## config.mk

```make
export PLATFORM = sky130hd
export DESIGN_NAME = i2c_target_sync
export DESIGN_NICKNAME = d
export VERILOG_FILES = /design/src/rtl/i2c_pkg.sv /design/src/rtl/i2c_line_sync.sv /design/src/rtl/i2c_target_sync.sv
export SDC_FILE = /design/constraint.sdc
export NUM_CORES = 1
export LEC_CHECK = 0
export ABC_CLOCK_PERIOD_IN_PS = 2200
export BUFFER_PORTS_ARGS = -buffer_cell sky130_fd_sc_hd__buf_2
export CAP_MARGIN = 20
export CORE_MARGIN = 10
export CORE_UTILIZATION = 55
export DETAILED_ROUTE_END_ITERATION = 7
export PLACE_DENSITY = 0.87
export SLEW_MARGIN = 20
export SYNTH_ARGS = -nofsm -noshare
export SYNTH_HDL_FRONTEND = slang
export SYNTH_SLANG_ARGS = --single-unit
```

## constraint.sdc

```tcl
create_clock -name clk -period 2.2 [get_ports clk]
set_input_delay 0.33 -clock clk [delete_from_list [all_inputs] [get_ports clk]]
set_output_delay 0.33 -clock clk [all_outputs]
set_load 0.05 [all_outputs]
```

## src/rtl/i2c_pkg.sv

```systemverilog
// Shared types for the synchronous I2C target: FSM state encoding and R/W bit values.
package i2c_pkg;

  typedef enum logic [2:0] {
    StIdle,
    StAddr,
    StAddrAck,
    StWrByte,
    StWrAck,
    StRdByte,
    StRdAck,
    StWaitStop
  } i2c_state_e;

  localparam logic RwWrite = 1'b0;
  localparam logic RwRead  = 1'b1;

endpackage

```

## src/rtl/i2c_line_sync.sv

```systemverilog
// SCL/SDA synchroniser with edge, START and STOP detection on the synchronised levels.
module i2c_line_sync #(
  parameter int unsigned SYNC_STAGES = 2
) (
  input  logic clk,
  input  logic rst_n,
  input  logic scl_i,
  input  logic sda_i,
  output logic sda_o,
  output logic scl_rise_o,
  output logic scl_fall_o,
  output logic start_o,
  output logic stop_o
);

  logic [SYNC_STAGES-1:0] scl_sync_q, sda_sync_q;
  logic                   scl_prev_q, sda_prev_q;
  logic                   scl_now, sda_now;

  // Reset to the idle-bus level so leaving reset never looks like an edge.
  always_ff @(posedge clk or negedge rst_n) begin
    if (!rst_n) begin
      scl_sync_q <= '1;
      sda_sync_q <= '1;
      scl_prev_q <= 1'b1;
      sda_prev_q <= 1'b1;
    end else begin
      scl_sync_q <= {scl_sync_q[SYNC_STAGES-2:0], scl_i};
      sda_sync_q <= {sda_sync_q[SYNC_STAGES-2:0], sda_i};
      scl_prev_q <= scl_now;
      sda_prev_q <= sda_now;
    end
  end

  assign scl_now    = scl_sync_q[SYNC_STAGES-1];
  assign sda_now    = sda_sync_q[SYNC_STAGES-1];
  assign sda_o      = sda_now;
  assign scl_rise_o = scl_now & ~scl_prev_q;
  assign scl_fall_o = ~scl_now & scl_prev_q;
  assign start_o    = scl_now & scl_prev_q & sda_prev_q & ~sda_now;
  assign stop_o     = scl_now & scl_prev_q & ~sda_prev_q & sda_now;

endmodule

```

## src/rtl/i2c_target_sync.sv

```systemverilog
// Oversampled 7-bit-addressed I2C target moving DATA_BYTES-wide words to and from core logic.
module i2c_target_sync
  import i2c_pkg::*;
#(
  parameter logic [6:0]  ADDRESS     = 7'h2A,
  parameter int unsigned DATA_BYTES  = 4,
  parameter int unsigned SYNC_STAGES = 2
) (
  input  logic                    clk,
  input  logic                    rst_n,
  input  logic                    scl_i,
  input  logic                    sda_i,
  output logic                    sda_oe,
  input  logic [8*DATA_BYTES-1:0] data_fetch,
  output logic [8*DATA_BYTES-1:0] data_send,
  output logic                    rx_valid,
  output logic                    tx_done,
  output logic                    busy
);

  localparam int unsigned W    = 8 * DATA_BYTES;
  localparam int unsigned IdxW = $clog2(DATA_BYTES) + 1;
  localparam logic [IdxW-1:0] LastIdx = IdxW'(DATA_BYTES - 1);

  logic sda, scl_rise, scl_fall, start, stop;

  i2c_line_sync #(
    .SYNC_STAGES(SYNC_STAGES)
  ) u_line_sync (
    .clk       (clk),
    .rst_n     (rst_n),
    .scl_i     (scl_i),
    .sda_i     (sda_i),
    .sda_o     (sda),
    .scl_rise_o(scl_rise),
    .scl_fall_o(scl_fall),
    .start_o   (start),
    .stop_o    (stop)
  );

  i2c_state_e      state_q;
  logic [3:0]      bit_cnt_q;
  logic [IdxW-1:0] byte_idx_q;
  logic [6:0]      addr_sr_q;
  logic            rw_q;
  logic            ack_on_q;
  logic [W-1:0]    rx_sr_q, tx_sr_q;
  logic            sda_oe_q, rx_valid_q, tx_done_q, busy_q;
  logic [W-1:0]    data_send_q;

  always_ff @(posedge clk or negedge rst_n) begin
    if (!rst_n) begin
      state_q     <= StIdle;
      bit_cnt_q   <= 4'd7;
      byte_idx_q  <= '0;
      addr_sr_q   <= '0;
      rw_q        <= RwWrite;
      ack_on_q    <= 1'b0;
      rx_sr_q     <= '0;
      tx_sr_q     <= '0;
      sda_oe_q    <= 1'b0;
      rx_valid_q  <= 1'b0;
      tx_done_q   <= 1'b0;
      busy_q      <= 1'b0;
      data_send_q <= '0;
    end else begin
      rx_valid_q <= 1'b0;
      tx_done_q  <= 1'b0;
      // Bus conditions override any SCL edge seen in the same cycle.
      if (stop) begin
        state_q  <= StIdle;
        sda_oe_q <= 1'b0;
        busy_q   <= 1'b0;
      end else if (start) begin
        state_q    <= StAddr;
        bit_cnt_q  <= 4'd7;
        byte_idx_q <= '0;
        ack_on_q   <= 1'b0;
        sda_oe_q   <= 1'b0;
        busy_q     <= 1'b1;
      end else begin
        unique case (state_q)
          StAddr: begin
            if (scl_rise) begin
              if (bit_cnt_q == 4'd0) begin
                rw_q     <= sda;
                ack_on_q <= 1'b0;
                state_q  <= (addr_sr_q == ADDRESS) ? StAddrAck : StWaitStop;
              end else begin
                addr_sr_q <= {addr_sr_q[5:0], sda};
                bit_cnt_q <= bit_cnt_q - 4'd1;
              end
            end
          end
          StAddrAck: begin
            if (scl_fall) begin
              if (!ack_on_q) begin
                sda_oe_q <= 1'b1;
                ack_on_q <= 1'b1;
                if (rw_q == RwRead) tx_sr_q <= data_fetch;
              end else begin
                ack_on_q   <= 1'b0;
                byte_idx_q <= '0;
                bit_cnt_q  <= 4'd7;
                if (rw_q == RwRead) begin
                  // The ACK-ending fall also launches the first read bit.
                  sda_oe_q <= ~tx_sr_q[W-1];
                  tx_sr_q  <= {tx_sr_q[W-2:0], 1'b0};
                  state_q  <= StRdByte;
                end else begin
                  sda_oe_q <= 1'b0;
                  state_q  <= StWrByte;
                end
              end
            end
          end
          StWrByte: begin
            if (scl_rise) begin
              rx_sr_q <= {rx_sr_q[W-2:0], sda};
              if (bit_cnt_q == 4'd0) begin
                ack_on_q <= 1'b0;
                state_q  <= StWrAck;
              end else begin
                bit_cnt_q <= bit_cnt_q - 4'd1;
              end
            end
          end
          StWrAck: begin
            if (scl_fall) begin
              if (!ack_on_q) begin
                sda_oe_q <= 1'b1;
                ack_on_q <= 1'b1;
              end else begin
                sda_oe_q  <= 1'b0;
                ack_on_q  <= 1'b0;
                bit_cnt_q <= 4'd7;
                state_q   <= StWrByte;
                if (byte_idx_q == LastIdx) begin
                  data_send_q <= rx_sr_q;
                  rx_valid_q  <= 1'b1;
                  byte_idx_q  <= '0;
                end else begin
                  byte_idx_q <= byte_idx_q + 1'b1;
                end
              end
            end
          end
          StRdByte: begin
            // bit_cnt_q counts bits still to drive; zero means release for the master ACK.
            if (scl_fall) begin
              if (bit_cnt_q != 4'd0) begin
                sda_oe_q  <= ~tx_sr_q[W-1];
                tx_sr_q   <= {tx_sr_q[W-2:0], 1'b0};
                bit_cnt_q <= bit_cnt_q - 4'd1;
              end else begin
                sda_oe_q <= 1'b0;
                state_q  <= StRdAck;
              end
            end
          end
          StRdAck: begin
            if (scl_rise) begin
              if (sda) begin
                tx_done_q <= 1'b1;
                state_q   <= StWaitStop;
              end else begin
                bit_cnt_q <= 4'd8;
                state_q   <= StRdByte;
                if (byte_idx_q == LastIdx) begin
                  tx_done_q  <= 1'b1;
                  tx_sr_q    <= data_fetch;
                  byte_idx_q <= '0;
                end else begin
                  byte_idx_q <= byte_idx_q + 1'b1;
                end
              end
            end
          end
          StIdle, StWaitStop: ;
          default: state_q <= StIdle;
        endcase
      end
    end
  end

  assign sda_oe    = sda_oe_q;
  assign data_send = data_send_q;
  assign rx_valid  = rx_valid_q;
  assign tx_done   = tx_done_q;
  assign busy      = busy_q;

endmodule

```

==> impl_metrics.prom, run 1 <==
# TYPE chip_impl_metric gauge
chip_impl_metric{name="synth.yosys.seq_area_share",unit="%"} 54.0
chip_impl_metric{name="rows",unit=""} 37
chip_impl_metric{name="core",unit="um2"} 10300
chip_impl_metric{name="antenna-diode-count",unit=""} 0
chip_impl_metric{name="timing_max_transition_violations_final",unit=""} 0
chip_impl_metric{name="final-setup-viol-count",unit=""} 0
chip_impl_metric{name="die_w",unit="um"} 123
chip_impl_metric{name="antenna_found_initial",unit=""} 0
chip_impl_metric{name="p_per_area",unit="nW/um2"} 1260
chip_impl_metric{name="numClockSinks",unit=""} 125
chip_impl_metric{name="floorplan.die.height",unit="um"} 123
chip_impl_info{name="status",value="finished clean"} 1
chip_impl_metric{name="vias",unit=""} 3899
chip_impl_metric{name="netlist.area_leader.share",unit="%"} 50.0
chip_impl_info{name="setup.worst_path.class",value="flop to flop"} 1
chip_impl_metric{name="final_wtd_congestion",unit=""} 0.902
chip_impl_info{name="critPathCaptureType",value="flop"} 1
chip_impl_metric{name="cts_buffers",unit=""} 17
chip_impl_metric{name="totalNegativeSetupSlack",unit="ns"} 0
chip_impl_info{name="synth-main-ff-cell",value="sky130_fd_sc_hd__dfrtp_1"} 1
chip_impl_metric{name="antenna_violating_nets_post_route",unit=""} 0
chip_impl_metric{name="start_util",unit="%"} 56.3
chip_impl_metric{name="report.final.hold_viol_count",unit=""} 0
chip_impl_metric{name="reg2reg_slack",unit="ns"} 0.10
chip_impl_metric{name="clk_path_buf_depth",unit=""} 2
chip_impl_info{name="cp_cell_sequence",value="inv_1 -> ha_1 -> or3b_4 -> nand3_1 -> o21ai_0 -> nand2_2 -> buf_12 -> mux2_2"} 1
chip_impl_metric{name="vdd_drop_max",unit="V"} 0.000700
chip_impl_metric{name="floorplan.io_pins",unit=""} 72
chip_impl_metric{name="grt_max_degree",unit=""} 46
chip_impl_metric{name="timing.critical_path.buf_inv",unit=""} 2
chip_impl_metric{name="period_utilization_post_route",unit="%"} 95.3
chip_impl_metric{name="postSynth.asyncResetShare",unit="%"} 100
chip_impl_metric{name="layout.filler_cells",unit=""} 721
chip_impl_metric{name="comb_power_share",unit="%"} 32.9
chip_impl_info{name="cts-root-buf",value="sky130_fd_sc_hd__clkbuf_8"} 1
chip_impl_metric{name="first_iter_violations",unit=""} 288
chip_impl_metric{name="power.clock.fraction",unit="%"} 31.6
chip_impl_metric{name="layout_min_cycle_time",unit="ns"} 2.10
chip_impl_metric{name="max_slew_headroom",unit="%"} 63.3
chip_impl_metric{name="die_area",unit="um2"} 15100
chip_impl_metric{name="pwr-share-seq",unit="%"} 35.5
chip_impl_info{name="worst_setup_path_start_kind",value="flop"} 1
chip_impl_metric{name="drt-pass1-iter-count",unit=""} 4
chip_impl_metric{name="max_cap_violations",unit=""} 0
chip_impl_info{name="cell_with_the_largest_stage_delay_on_the_worst_path",value="sky130_fd_sc_hd__or3b_4"} 1
chip_impl_metric{name="power.share.switching",unit="%"} 29.2
chip_impl_metric{name="synth-edff-count",unit=""} 0
chip_impl_info{name="hold_path.class",value="input pin to flop"} 1
chip_impl_metric{name="power.switching",unit="W"} 0.00257
chip_impl_metric{name="drc",unit=""} 0
chip_impl_metric{name="number_of_standard_cells_after_synthesis",unit=""} 477
chip_impl_metric{name="cellLeakagePower",unit="nW"} 3.57
chip_impl_metric{name="finalWirelength",unit="um"} 12200
chip_impl_info{name="grt_setup_unrepaired",value="no"} 1
chip_impl_metric{name="finClkSkew",unit="ns"} 0.00771
chip_impl_metric{name="timing_worst_slew_pin_value",unit="ns"} 0.550
chip_impl_metric{name="synth_area",unit="um2"} 5810
chip_impl_metric{name="cts.repair_timing.setup_buffer_count",unit=""} 0
chip_impl_metric{name="fmax",unit="MHz"} 477
chip_impl_metric{name="avgSynthCellArea",unit="um2"} 12.2
chip_impl_metric{name="register_bit_count_reported_by_yosys",unit=""} 125
chip_impl_metric{name="gr-total-overflow",unit=""} 0
chip_impl_metric{name="syn_to_final_growth",unit="%"} 20.0
chip_impl_metric{name="layout.nets",unit=""} 599
chip_impl_metric{name="ys.warnings.count",unit=""} 0
chip_impl_metric{name="cp_max_fo",unit=""} 21
chip_impl_metric{name="clk-insertion-delay-late",unit="ns"} 0.52
chip_impl_metric{name="place.detailed.hpwl",unit="um"} 8240
chip_impl_info{name="cts_tree",value="built"} 1
chip_impl_metric{name="wl_per_cell",unit="um"} 17.2
chip_impl_metric{name="unique_cell_type_count_in_the_yosys_netlist",unit=""} 58
chip_impl_info{name="synth_area_leader_cell",value="sky130_fd_sc_hd__dfrtp_1"} 1
chip_impl_metric{name="via_count_of_the_first_global_routing_pass",unit=""} 4127
chip_impl_metric{name="grt_use_total",unit="%"} 16.9
chip_impl_info{name="synthTopCellsByArea",value="sky130_fd_sc_hd__dfrtp_1 (50%), sky130_fd_sc_hd__mux2_2 (14%), sky130_fd_sc_hd__mux2_4 (7.8%)"} 1
chip_impl_metric{name="detail_route.vias_per_cell",unit=""} 5.49
chip_impl_metric{name="worstPathArrival",unit="ns"} 2.49
chip_impl_metric{name="crit_required",unit="ns"} 2.60
chip_impl_metric{name="clock_transition_at_path_regs",unit="ns"} 0.06
chip_impl_metric{name="p_int",unit="W"} 0.00623
chip_impl_metric{name="port_buffers",unit=""} 71
chip_impl_metric{name="grt_first_pass_wirelength",unit="um"} 20500
chip_impl_metric{name="cts_htree_levels",unit=""} 4
chip_impl_metric{name="cp_slowest_stage_delay",unit="ns"} 0.42
chip_impl_metric{name="finish.utilization",unit="%"} 67.5
chip_impl_metric{name="drive_gt1_share",unit="%"} 42.7
chip_impl_info{name="path_delay_family",value="simple AND/OR/NAND/NOR gates"} 1
chip_impl_metric{name="postSynthNetCount",unit=""} 515
-- synthesized netlist by cell type, drive strengths merged, types with 2 or more instances --
cell / number
dfrtp: 116
nand2: 109
mux2: 103
buf: 22
a21oi: 13
o21ai: 13
dfstp: 9
inv: 9
nand2b: 8
nor2: 8
nor2b: 6
a31oi: 4
clkbuf: 4
nand3b: 4
o22ai: 4
nor3b: 3
o31ai: 3
or2b: 3
ha: 2
nand3: 2
nand4: 2
o221ai: 2
o22a: 2
xnor2: 2
-- per-layer routing --
metal / up-vias / track usage (%) / share of wire, %
met3: 15 / 5.79 / 5.6
met2: 111 / 27.2 / 49
met1: 1956 / 20.9 / 44
met4: 0 / 5.30 / 1.1
li1: 1817 / - / -
met5: - / 0 / 0
-- final timing paths --
check | endpoint | startpoint | cells after the start
max in group asynchronous | bit_cnt_q[2]$_DFFE_PN1P_ | rst_n | 3
setup reg to reg | tx_sr_q[0]$_DFFE_PN0P_ | bit_cnt_q[0]$_DFFE_PN1P_ | 8
hold / removal | tx_sr_q[23]$_DFFE_PN0P_ | data_fetch[23] | 3
hold reg to reg | u_line_sync.scl_sync_q[1]$_DFF_PN1_ | u_line_sync.scl_sync_q[0]$_DFF_PN1_ | 0
min in group asynchronous | tx_sr_q[7]$_DFFE_PN0P_ | rst_n | 2
setup / recovery | tx_sr_q[0]$_DFFE_PN0P_ | bit_cnt_q[0]$_DFFE_PN1P_ | 8
-- cell type report --
class	instances	area (um2)	area share (%)
Clock buffer	19	432	6.19
Clock inverter	13	164	2.35
Inverter	9	33.8	0.484
Multi-Input combinational cell	317	2440	35.0
Sequential cell	125	3140	45.0
Tap cell	136	170	2.44
Timing Repair Buffer	91	594	8.52
-- per-stage QoR --
step / instances / worst slack (ns) / area [um2] / hold WS, ns / power [W]
detailed placement: 675 / 0.164 / 6340 / 0.346 / 0.00601
global route: 710 / 0.0121 / 6970 / 0.160 / 0.00928
finish: 710 / 0.104 / 6970 / 0.174 / 0.00880
global placement: 675 / 0.192 / 6340 / 0.336 / 0.00584
floorplan: 477 / 0.297 / 5810 / 0.0344 / 0.00545
CTS: 710 / 0.0736 / 6970 / 0.155 / 0.00884
-- registers in the layout (all words and copies together), names as in the netlist, 2 cells and up --
name and flops:
rx_sr_q 32, byte_idx_q 3, addr_sr_q 7, data_send 32
bit_cnt_q 4, u_line_sync.sda_sync_q 2, u_line_sync.scl_sync_q 2, state_q 3
tx_sr_q 32
-- repair_timing --
item | CTS | global route
hold endpoints to repair | 38 | 0
hold buffers | 3 | 0
resized for setup | 0 | 1
endpoints found under the setup margin | 0 | 1
-- power groups by stage --
stage	logic (W)	registers, W	clock network (W)
6_report	0.00289	0.00312	0.00278
3_5_place_dp	0.00288	0.00314	0
4_1_cts	0.00290	0.00311	0.00283
5_1_grt	0.00313	0.00318	0.00297
2_1_floorplan	0.00240	0.00305	0
3_3_place_gp	0.00273	0.00311	0
-- kinds of logic after synthesis --
logic type	count (synthesis)	synth area share (%)
muxes	103	21.9
AOI/OAI and AO/OA	54	6.57
DFF	125	54.0
xor gates and xnor gates	3	0.452
and+or+nand+nor	155	12.6
buffers and inverters	35	4.03
adders and majority gates	2	0.431
-- cell usage in the layout (no fill, tap or decap), drive strengths merged, types with 4 or more instances in the layout --
cell type and count:
inv 12, o22ai 4, dfrtp 116, clkinv 5, o21ai 13, a31oi 4
nand2 109, nand2b 8, nor2b 6, a21oi 13, clkbuf 19, nand3b 4
nor2 8, dfstp 9, buf 88, mux2 103
-- worst reg2reg max path, cell delays in order (launching register included) --
cell	delay, ns
sky130_fd_sc_hd__dfstp_2	0.38
sky130_fd_sc_hd__inv_1	0.05
sky130_fd_sc_hd__ha_1	0.17
sky130_fd_sc_hd__or3b_4	0.42
sky130_fd_sc_hd__nand3_1	0.13
sky130_fd_sc_hd__o21ai_0	0.14
sky130_fd_sc_hd__nand2_2	0.13
sky130_fd_sc_hd__buf_12	0.20
sky130_fd_sc_hd__mux2_2	0.36
Power figures use the tool's default switching activity.
==> run 2, diff against run 1 <==
--- a/config.mk
+++ b/config.mk
@@ -12,7 +12,7 @@
 export CORE_UTILIZATION = 55
 export DETAILED_ROUTE_END_ITERATION = 7
 export PLACE_DENSITY = 0.87
-export SLEW_MARGIN = 20
 export SYNTH_ARGS = -nofsm -noshare
 export SYNTH_HDL_FRONTEND = slang
+export SYNTH_HIERARCHICAL = 1
 export SYNTH_SLANG_ARGS = --single-unit
==> run 2 against run 1 <==
Die area shrank 1.4%. Sequential power about the same. Total power grew 2.0%. Critical path depth down 3. Synthesized cell count up 8.0%. Register-to-register slack worse by 0.04 ns. Highest routed layer unchanged. First-iteration DRC count increased by 13%. Cell count grew 5.6%. Largest power group unchanged. Clock skew increased by 0.0029 ns. Via count rose by 5.0%. Clock power grew 4%.
==> impl_metrics.prom, run 2 <==
# TYPE chip_impl_metric gauge
chip_impl_metric{name="numClockSinks",unit=""} 125
chip_impl_info{name="yosys.cell_count.top_type",value="sky130_fd_sc_hd__nand2_1"} 1
chip_impl_metric{name="register_bit_count_reported_by_yosys",unit=""} 125
chip_impl_metric{name="max_cap_violations",unit=""} 0
chip_impl_metric{name="cts_htree_levels",unit=""} 4
chip_impl_metric{name="postSynth.asyncResetShare",unit="%"} 100
chip_impl_metric{name="start_util",unit="%"} 55.8
chip_impl_info{name="worst_setup_path_start_kind",value="flop"} 1
chip_impl_metric{name="clk_path_buf_depth",unit=""} 2
chip_impl_metric{name="antenna_violating_nets_post_route",unit=""} 0
chip_impl_info{name="cts-root-buf",value="sky130_fd_sc_hd__clkbuf_8"} 1
chip_impl_metric{name="fmax",unit="MHz"} 468
chip_impl_metric{name="layout_min_cycle_time",unit="ns"} 2.14
chip_impl_metric{name="antenna_found_initial",unit=""} 1
chip_impl_metric{name="period_utilization_post_route",unit="%"} 97.2
chip_impl_metric{name="yosys.area_share.xor_xnor",unit="%"} 0.153
chip_impl_info{name="combinational_family_with_the_most_area_after_synthesis",value="multiplexers"} 1
chip_impl_metric{name="synth.yosys.seq_area_share",unit="%"} 54.9
chip_impl_info{name="synthTopCellsByCount",value="sky130_fd_sc_hd__nand2_1 (136), sky130_fd_sc_hd__dfrtp_1 (116), sky130_fd_sc_hd__mux2i_1 (31), sky130_fd_sc_hd__mux2_4 (30), sky130_fd_sc_hd__o21ai_0 (30)"} 1
chip_impl_metric{name="postSynthNetCount",unit=""} 553
chip_impl_metric{name="cts.repair_timing.setup_buffer_count",unit=""} 0
chip_impl_info{name="cp_cell_sequence",value="and4b_1 -> or2_4 -> or4_4 -> buf_12 -> mux2_4"} 1
chip_impl_metric{name="clock_transition_at_path_regs",unit="ns"} 0.06
chip_impl_metric{name="clk-insertion-delay-late",unit="ns"} 0.52
chip_impl_metric{name="synth-edff-count",unit=""} 0
chip_impl_metric{name="report.final.hold_viol_count",unit=""} 0
chip_impl_metric{name="drt-pass1-iter-count",unit=""} 5
chip_impl_metric{name="p_per_area",unit="nW/um2"} 1290
chip_impl_metric{name="totalNegativeSetupSlack",unit="ns"} 0
chip_impl_metric{name="sequential_cell_area",unit="um2"} 3140
chip_impl_metric{name="core",unit="um2"} 10200
chip_impl_metric{name="drive_gt1_share",unit="%"} 31.5
chip_impl_metric{name="synth_mux_area_share",unit="%"} 16.1
chip_impl_info{name="setup.worst_path.class",value="flop to flop"} 1
chip_impl_metric{name="layout.nets",unit=""} 639
chip_impl_metric{name="synth_area",unit="um2"} 5710
chip_impl_metric{name="layout.filler_cells",unit=""} 751
chip_impl_metric{name="unique_cell_type_count_in_the_yosys_netlist",unit=""} 60
chip_impl_metric{name="final_wtd_congestion",unit=""} 0.938
chip_impl_metric{name="final-setup-viol-count",unit=""} 0
chip_impl_metric{name="number_of_standard_cells_after_synthesis",unit=""} 515
chip_impl_metric{name="port_buffers",unit=""} 71
chip_impl_metric{name="finClkSkew",unit="ns"} 0.0107
chip_impl_metric{name="grt_use_total",unit="%"} 17.4
chip_impl_metric{name="vias",unit=""} 4095
chip_impl_metric{name="timing.critical_path.buf_inv",unit=""} 1
chip_impl_info{name="most_common_library_cell_in_the_layout_ignoring_fill_and_taps",value="sky130_fd_sc_hd__nand2_1"} 1
chip_impl_metric{name="floorplan.io_pins",unit=""} 72
chip_impl_metric{name="cp_max_fo",unit=""} 32
chip_impl_metric{name="totalPowerFinal",unit="W"} 0.00897
chip_impl_metric{name="crit_required",unit="ns"} 2.60
chip_impl_metric{name="timing_max_transition_violations_final",unit=""} 0
chip_impl_metric{name="die_area",unit="um2"} 14900
chip_impl_metric{name="wl_per_cell",unit="um"} 16.2
chip_impl_metric{name="cp_slowest_stage_delay",unit="ns"} 0.56
chip_impl_metric{name="finalWirelength",unit="um"} 12200
chip_impl_info{name="hold_path.class",value="input pin to flop"} 1
chip_impl_metric{name="detail_route.vias_per_cell",unit=""} 5.46
chip_impl_info{name="synthTopCellsByArea",value="sky130_fd_sc_hd__dfrtp_1 (51%), sky130_fd_sc_hd__nand2_1 (8.9%), sky130_fd_sc_hd__mux2_4 (7.9%)"} 1
chip_impl_info{name="cell_with_the_largest_stage_delay_on_the_worst_path",value="sky130_fd_sc_hd__dfstp_2"} 1
chip_impl_info{name="path_delay_family",value="simple AND/OR/NAND/NOR gates"} 1
chip_impl_metric{name="avgSynthCellArea",unit="um2"} 11.1
chip_impl_metric{name="synth_simple_gate_area_share",unit="%"} 15.5
chip_impl_metric{name="vdd_drop_max",unit="V"} 0.000707
chip_impl_metric{name="synth_compound_area_share",unit="%"} 9.00
chip_impl_info{name="grt_setup_unrepaired",value="yes"} 1
chip_impl_metric{name="first_iter_violations",unit=""} 324
chip_impl_info{name="cts_tree",value="built"} 1
chip_impl_metric{name="grt_max_degree",unit=""} 65
chip_impl_metric{name="via_count_of_the_first_global_routing_pass",unit=""} 4303
chip_impl_info{name="status",value="finished clean"} 1
chip_impl_info{name="critPathCaptureType",value="flop"} 1
chip_impl_info{name="synth-main-ff-cell",value="sky130_fd_sc_hd__dfrtp_1"} 1
chip_impl_metric{name="cts_buffers",unit=""} 17
chip_impl_info{name="synth_area_leader_cell",value="sky130_fd_sc_hd__dfrtp_1"} 1
chip_impl_metric{name="synth-adder-area-share",unit="%"} 0.438
chip_impl_metric{name="finish.utilization",unit="%"} 68.1
chip_impl_metric{name="rows",unit=""} 37
chip_impl_metric{name="max_slew_headroom",unit="%"} 66.8
chip_impl_metric{name="multiInputGateArea",unit="um2"} 2390
chip_impl_info{name="most-common-layout-cells",value="sky130_fd_sc_hd__nand2_1 (135), sky130_fd_sc_hd__dfrtp_1 (116), sky130_fd_sc_hd__buf_2 (70), sky130_fd_sc_hd__mux2i_1 (31)"} 1
chip_impl_metric{name="grt_first_pass_wirelength",unit="um"} 20800
chip_impl_metric{name="die_w",unit="um"} 122
chip_impl_metric{name="place.detailed.hpwl",unit="um"} 8270
chip_impl_metric{name="floorplan.die.height",unit="um"} 122
chip_impl_metric{name="gr-total-overflow",unit=""} 0
chip_impl_metric{name="drc",unit=""} 0
chip_impl_metric{name="cellLeakagePower",unit="nW"} 3.61
chip_impl_metric{name="ys.warnings.count",unit=""} 6
chip_impl_metric{name="timing_worst_slew_pin_value",unit="ns"} 0.497
chip_impl_metric{name="netlist.area_leader.share",unit="%"} 50.8
chip_impl_metric{name="worstPathArrival",unit="ns"} 2.54
chip_impl_metric{name="syn_to_final_growth",unit="%"} 21.9
[run 2: cell types whose count changed in the layout (fill, tap and decap cells not counted), moves of 3 or more]
cell / before / now
sky130_fd_sc_hd__buf_4: 11 / 19
sky130_fd_sc_hd__nor3_1: 1 / 6
sky130_fd_sc_hd__or2b_2: 3 / 0
sky130_fd_sc_hd__nand3b_1: 4 / 1
sky130_fd_sc_hd__mux2_2: 72 / 14
sky130_fd_sc_hd__o21ai_1: 2 / 18
sky130_fd_sc_hd__nor4_1: 0 / 3
sky130_fd_sc_hd__mux2i_1: 0 / 31
sky130_fd_sc_hd__o21ai_0: 10 / 30
sky130_fd_sc_hd__a21oi_1: 12 / 9
sky130_fd_sc_hd__o22ai_1: 4 / 1
sky130_fd_sc_hd__nand2_1: 108 / 135
sky130_fd_sc_hd__nand2b_1: 8 / 3
[run 2: path summary, 6_finish.rpt]
check | start | endpoint | slack, ns | cells past startpoint
worst max-delay path | u_line_sync/sda_sync_q[1]$_DFF_PN1_ | rx_sr_q[10]$_DFFE_PN0P_ | 0.06 | 5
worst min-delay path | data_fetch[8] | tx_sr_q[8]$_DFFE_PN0P_ | 0.08 | 3
worst max register to register | u_line_sync/sda_sync_q[1]$_DFF_PN1_ | rx_sr_q[10]$_DFFE_PN0P_ | 0.06 | 5
worst min register to register | u_line_sync/scl_sync_q[0]$_DFF_PN1_ | u_line_sync/scl_sync_q[1]$_DFF_PN1_ | 0.36 | 0
max in group asynchronous | rst_n | u_line_sync/scl_prev_q$_DFF_PN1_ | 1.16 | 3
min in group asynchronous | rst_n | rx_sr_q[28]$_DFFE_PN0P_ | 0.31 | 2
[run 2: timing repair]
item	CTS	global route
endpoints found under the setup margin	0	49
resized for setup	0	5
hold buffers	3	0
hold endpoints to repair	38	0
[run 2: worst min-delay path, cell delays in order]
cell	delay (ns)
sky130_fd_sc_hd__buf_2	0.08
sky130_fd_sc_hd__mux2i_1	0.05
sky130_fd_sc_hd__o21ai_1	0.10
[run 2: kinds of logic after synthesis]
group,Yosys count
DFF,125
adders and majority gates,2
AOI/OAI and AO/OA,81
muxes,75
xor gates and xnor gates,1
buffers and inverters,37
and+or+nand+nor,194
[run 2: layer usage]
metal / track usage, % / part of all wire (%)
met2: 28.1 / 50
met3: 6.75 / 7.2
met1: 20.4 / 41
met5: 0 / 0
met4: 6.71 / 1.6
[run 2: cell type report]
| cell class | count | share of cell area, % |
|---|---|---|
| multi-input cells | 353 | 34.3 |
| repair buffers | 97 | 8.95 |
| diodes | 1 | 0.0359 |
| clock buffers | 18 | 6.14 |
| clock inverters | 13 | 2.71 |
| inverters | 7 | 0.377 |
| well taps | 136 | 2.44 |
| flip-flops and latches | 125 | 45.1 |
[run 2: through the flow]
| stage | instance area (um2) | std cells | worst slack, ns | hold WS, ns |
|---|---|---|---|---|
| finish | 6970 | 750 | 0.0619 | 0.0823 |
| global route | 6960 | 749 | -0.0148 | 0.0709 |
| CTS | 6930 | 748 | 0.0378 | 0.0523 |
| detailed placement | 6280 | 714 | 0.0674 | 0.326 |
| global placement | 6280 | 714 | 0.0890 | 0.321 |
| floorplan | 5710 | 515 | 0.0516 | 0.0344 |
[run 2: report_power, final]
part | switching, W | leakage (nW) | internal, W | total [W]
clock network | 0.00103 | 0.298 | 0.00187 | 0.00290
registers | 0.000297 | 1.64 | 0.00280 | 0.00310
logic | 0.00164 | 1.67 | 0.00132 | 0.00297
total | 0.00297 | 3.61 | 0.00600 | 0.00897
